File: src/rtl/clock_period_meter.sv
// Period and high-time meter for a slow square wave, counted in CLOCK_IN cycles.
// state | meaning
// IDLE  | waiting for the first rising edge (after reset or a timeout)
// RUN   | measuring; each rising edge publishes PERIOD/HIGH_TIME
module clock_period_meter #(
  parameter int unsigned      WIDTH      = 28,
  parameter logic [WIDTH-1:0] MAX_CYCLES = 28'd50000000
) (
  input  logic             CLOCK_IN,
  input  logic             RESET_N,
  input  logic             SIG_IN,
  output logic [WIDTH-1:0] PERIOD,
  output logic [WIDTH-1:0] HIGH_TIME,
  output logic             VALID,
  output logic             LOCKED,
  output logic             TIMEOUT
);

  typedef enum logic {
    IDLE = 1'b0,
    RUN  = 1'b1
  } state_t;

  localparam logic [WIDTH-1:0] ONE  = WIDTH'(1);
  localparam logic [WIDTH-1:0] LAST = MAX_CYCLES - ONE;

  state_t           state;
  state_t           state_nxt;
  logic             s1;
  logic             s2;
  logic             s3;
  logic             rise;
  logic [WIDTH-1:0] pcnt;
  logic [WIDTH-1:0] pcnt_nxt;
  logic [WIDTH-1:0] hcnt;
  logic [WIDTH-1:0] hcnt_nxt;
  logic [WIDTH-1:0] period_nxt;
  logic [WIDTH-1:0] high_nxt;
  logic             valid_nxt;
  logic             timeout_nxt;

  // s1/s2 resynchronise SIG_IN; s3 is the delayed copy for edge detection
  always_ff @(posedge CLOCK_IN or negedge RESET_N) begin
    if (!RESET_N) begin
      s1 <= 1'b0;
      s2 <= 1'b0;
      s3 <= 1'b0;
    end else begin
      s1 <= SIG_IN;
      s2 <= s1;
      s3 <= s2;
    end
  end

  assign rise = s2 & ~s3;

  always_comb begin
    state_nxt   = state;
    pcnt_nxt    = pcnt;
    hcnt_nxt    = hcnt;
    period_nxt  = PERIOD;
    high_nxt    = HIGH_TIME;
    valid_nxt   = 1'b0;
    timeout_nxt = TIMEOUT;
    case (state)
      IDLE: begin
        if (rise) begin
          pcnt_nxt    = '0;
          hcnt_nxt    = ONE;
          timeout_nxt = 1'b0;
          state_nxt   = RUN;
        end
      end
      RUN: begin
        pcnt_nxt = pcnt + ONE;
        hcnt_nxt = hcnt + WIDTH'(s2);
        // a rise on the last allowed cycle still counts as a measurement
        if (rise) begin
          period_nxt = pcnt + ONE;
          high_nxt   = hcnt;
          valid_nxt  = 1'b1;
          pcnt_nxt   = '0;
          hcnt_nxt   = ONE;
        end else if (pcnt == LAST) begin
          timeout_nxt = 1'b1;
          state_nxt   = IDLE;
        end
      end
      default: state_nxt = IDLE;
    endcase
  end

  always_ff @(posedge CLOCK_IN or negedge RESET_N) begin
    if (!RESET_N) begin
      state     <= IDLE;
      pcnt      <= '0;
      hcnt      <= '0;
      PERIOD    <= '0;
      HIGH_TIME <= '0;
      VALID     <= 1'b0;
      LOCKED    <= 1'b0;
      TIMEOUT   <= 1'b0;
    end else begin
      state     <= state_nxt;
      pcnt      <= pcnt_nxt;
      hcnt      <= hcnt_nxt;
      PERIOD    <= period_nxt;
      HIGH_TIME <= high_nxt;
      VALID     <= valid_nxt;
      LOCKED    <= (state_nxt == RUN);
      TIMEOUT   <= timeout_nxt;
    end
  end

endmodule

File: config.mk
export PLATFORM = sky130hd
export DESIGN_NAME = clock_period_meter
export DESIGN_NICKNAME = d
export VERILOG_FILES = /design/src/rtl/clock_period_meter.sv
export SDC_FILE = /design/constraint.sdc
export NUM_CORES = 1
export LEC_CHECK = 0
export BUFFER_PORTS_ARGS = -buffer_cell sky130_fd_sc_hd__buf_4
export CAP_MARGIN = 40
export CORE_ASPECT_RATIO = 1.1
export CORE_MARGIN = 10
export CORE_UTILIZATION = 50
export CTS_CLUSTER_SIZE = 16
export DETAILED_ROUTE_END_ITERATION = 10
export PLACE_DENSITY = 0.7
export REMOVE_ABC_BUFFERS = 1
export SETUP_SLACK_MARGIN = 0.4
export SKIP_LAST_GASP = 1
export SLEW_MARGIN = 5
export SYNTH_ARGS = -nofsm -noshare
export SYNTH_HDL_FRONTEND = slang
export SYNTH_SLANG_ARGS = --single-unit
File: constraint.sdc
create_clock -name CLOCK_IN -period 5.3 [get_ports CLOCK_IN]
set_clock_uncertainty 0.1 [all_clocks]
set_input_delay 0.265 -clock CLOCK_IN [delete_from_list [all_inputs] [get_ports CLOCK_IN]]
set_output_delay 0.265 -clock CLOCK_IN [all_outputs]
set_load 0.03 [all_outputs]
# Word level (Yosys, flattened, before mapping)
# Cells that the tools add are included.
# W data, S select, Z words.
dict set report totals {
  output_inout_bits 59
  register_bits 118
  elab_cells 36
  in_bits 3
}
dict set report op_classes {
  bitwise 3
  reduce_logical 2
  add_sub_neg 2
  muxes 15
  n_eq_ne 4
}
# op n
set ops {}
lappend ops {{$mux W28} 4}
lappend ops {{$pmux W28 S2} 2}
lappend ops {{$add A28 B1 Y28} 1}
lappend ops {{$add A28 B1 Y28 const B} 1}
lappend ops {{$eq A28 B26 Y1 const B} 1}
lappend ops {{$mux W1} 7}
lappend ops {{$ne A2 B2 Y1 const B} 2}
lappend ops {{$pmux W1 S2} 2}
lappend ops {{$reduce_and A3 Y1} 1}
lappend ops {{$ne A2 B1 Y1 const B} 1}
lappend ops {{$not A1 Y1} 2}
lappend ops {{$reduce_and A2 Y1} 1}
lappend ops {{$and A1 B1 Y1} 1}

# Logic depth before layout (Yosys ltp)
dict set report depth {
  depth_word 4
  depth_mapped 7
  depth_no_buf 5
}

# Worst setup path before layout
# OpenSTA, ideal clock, no wires.
dict set report synth_path {
  kind {register -> register}
  start {reg state}
  end {reg pcnt[21]}
  setup_slack_ps 3124
  t_arrival_ps 1998
  stages_incl_launch_ff 7
  required_ps 5122
  period_less_slack_ps 2176
  setup_ps 78
  n_path_buf 2
  path_cell_list {dfrtp_1 buf_2 inv_2 or4_1 buf_2 or4_1 a21oi_1}
}
dict set report synth_between {
  elab_chain_len 2
  word_cells_on_any_way 3
  cone_classes {eq/ne (1); mux (1); bitwise (1)}
}
# element line
set synth_lines {}
lappend synth_lines {{start: declaration} 27} ;# state_t state;
lappend synth_lines {{start signal: assignment} 104} ;# state <= state_nxt;
lappend synth_lines {{$not A1 Y1} -}
lappend synth_lines {{$pmux W28 S2 / $ne A2 B2 Y1 (equally long branches)} -}
lappend synth_lines {{end signal: assignment} 105} ;# pcnt <= pcnt_nxt;
lappend synth_lines {{end: declaration} 33} ;# logic [WIDTH-1:0] pcnt;
# Parallel ways exist; a longest one is shown, timed or not.
# A chain may end at the register's enable or synchronous reset.

# Worst setup path in the final report
dict set report layout_path {
  start {reg state}
  end {reg pcnt[27]}
}
# Same word-level chain as after synthesis.

==> summary.md <==
| Metric | Value |
|---|---|
| Layout cell share with drive strength beyond 1 | 15.51% |
| Post-Route WL | between 10 and 15 mm |
| Sequential area share after synthesis | 52.41% |
| Critical path depth in cells | 4 |
| Vias in the first global route | 4638 |
| CTS Buffer Depth | 2 |
| Die X | 121.2 µm |
| Setup tns final | 0 ps |
| Total grt overflow | 0 |
| Most frequent cells in the layout | nand2_1 (127), dfrtp_1 (118), buf_4 (64) |
| Worst rel slew slack | 47.38% |
| IO Port Bufs | between 60 and 70 |
| Top FF cell, synth | dfrtp_1 |
| Setup violators final | 0 |
| Starting Density | 51.40% |
| Final ANT Viol Nets | 0 |
| Critical path's largest stage delay | 820 ps |
| Most frequent CP cell | or4_1 |
| R2r worst-path depth | 4 |
| WL/cell | 15.97 µm |
| Cts hold-fix bufs | 2 |
| Crit path capture type | register |
| RSZ-0062 raised after global routing | false |
| Slew @ Worst Pin | 789.2 ps |
| GRT Total Usage | around 17% |
| Element type at the critical path start | register |
| Initial antenna violation count | 0 |
| Critical path required time | 5520 ps |
| Crit Path Max Fanout | 18 |
| DRC errors left | 0 |
| DP HPWL | 8.740 mm |
| Min cycle time layout | 2609 ps |
| Syn avg cell area | 9.267 µm² |
| Pleak | 3.047 nW |
| # nets final | 657 |
| Critical-path top delay cell | or4_1 |
| CP bufs+invs | 1 |
| YS warnings | 0 |
| Post-cts sizing count | 0 |
| RD Place Congestion | 0.8778 |
| CTS buffer count | 17 |
| Most common cell after layout, fill and taps aside | nand2_1 |
| Clock Sinks | ~120 |
| Post-Syn Area | 5634 µm² |
| Hold WC Path Type | register to register |
| Row cnt | 40 |
| Synthesized instance count | 608 |
| Ports | 62 |
| H-tree levels | 4 |
| CP Data Arrival Time | about 2800 ps |
| Root Driver | clkbuf_16 |
| Post CTS Setup Buffer Count | 0 |
| Die extent in y | 131.3 µm |
| First-pass GRT wire length | between 20 and 25 mm |
| Critical path's top delay family | simple AND/OR/NAND/NOR gates |
| Crit-path cells | inv_2, or4_1, or4_1, a21oi_1 |
| Pin count of the biggest net entering global routing | 63 |
| Clk Latency, worst-skew pair | 410 ps |
| Tcrit/Tclk final | roughly half |
| WS Path Type | register to register |
| Clock transition at path regs | 50 ps |
| DR vias/cell | 5.686 |
| Maxcap violations | 0 |
| Drt pass-1 iters | 4 |
| Tot Pwr | 0.002480 W |
| Peak VDD IR | 0.1979 mV |
| TritonCTS clock tree | built |
| PwrDens | 365.8 nW/µm² |
| DIE AREA | 15920 µm² |
| Hold depth | 0 |
| Total core area | 10960 µm² |
| Post-synth EDFFs | 0 |
| Outcome | finished clean |
| Yosys cell types | 40 |
| ANT cells | 0 |
| Max Fclk | between 300 and 400 MHz |
| Fin. Hold Viols | 0 |
| Count of pins over their slew limit | 0 |
| Ys async rst share | 100.0% |
| Synth Register Bits | about 120 |
| Via count | approximately 4600 |
| Layout area overhead | 20.34% |
| DR iter-0 viols | between 300 and 400 |
==> registers in the layout, indices dropped and copies added (netlist names) <==
name / count
hcnt: 28
pcnt: 28
TIMEOUT: 1
PERIOD: 28
s3: 1
HIGH_TIME: 28
VALID: 1
state: 1
s1: 1
s2: 1
==> worst paths after layout <==
check / start / to / slack [ps]
setup / recovery: state / pcnt[27] / 2690
hold / removal: s1 / s2 / 290
setup reg to reg: state / pcnt[27] / 2690
hold reg to reg: s1 / s2 / 290
max in group asynchronous: RESET_N / hcnt[19] / 3460
min in group asynchronous: RESET_N / HIGH_TIME[24] / 390
==> final cells by class <==
class / count / area [µm²]
clock buffers: 23 / 488.0
flip-flops and latches: 118 / 2953
well taps: 147 / 183.9
repair buffers: 67 / 528.0
clock inverters: 9 / 122.6
fillers: 933 / 4180
inverters: 6 / 22.52
multi-input cells: 441 / 2482
==> where the power goes <==
group / switching, W / internal [W] / leakage, nW / total [W]
clock network: 0.000388 / 0.000784 / 0.303 / 0.00117
registers: 0.0000600 / 0.000963 / 1.59 / 0.00102
logic: 0.000183 / 0.000102 / 1.15 / 0.000285
total: 0.000631 / 0.00185 / 3.05 / 0.00248
==> routing by layer <==
layer	up-vias	wire [µm]	global-route usage, %
li1	2238	-	-
met1	2233	5397	20.18
met2	118	6609	28.38
met3	22	687	4.584
met4	0	254	7.294
met5	-	0	0
==> metrics by stage <==
stage	setup WS (ps)	cells	util, %	hold slack [ps]	cell area [µm²]
2_1_floorplan	587.0	565	-	-130.6	5453
3_3_place_gp	2519	776	55.86	274.7	6122
3_5_place_dp	2678	777	56.11	277.1	6150
4_1_cts	2653	811	61.86	296.3	6780
5_1_grt	2440	811	61.86	297.2	6780
6_report	2691	811	61.86	290.7	6780
==> Yosys cell counts, types with 13 or more instances <==
cell type | instances | area share [%]
a21oi_1 | 26 | 2.3
a31oi_1 | 13 | 1.4
clkbuf_1 | 29 | 1.9
dfrtp_1 | 118 | 52
nand2_1 | 128 | 8.5
nand3_1 | 23 | 2.0
nand4_1 | 18 | 2.0
nor2_1 | 36 | 2.4
o21ai_0 | 36 | 3.2
o31ai_1 | 17 | 2.3
or3_1 | 20 | 2.2
or4_1 | 25 | 3.3
xnor2_1 | 13 | 2.0
xor2_1 | 19 | 3.0
==> kinds of logic after synthesis <==
| kind of cell | Yosys count | share of synthesized area (%) |
|---|---|---|
| and+or+nand+nor | 296 | 26.36 |
| buffers and inverters | 49 | 3.620 |
| xor gates and xnor gates | 32 | 4.974 |
| adders and majority gates | 3 | 0.6663 |
| DFF | 118 | 52.41 |
| muxes | 3 | 0.5330 |
| AOI/OAI and AO/OA | 107 | 11.44 |
Note: power is estimated with default switching activity, not from simulation.
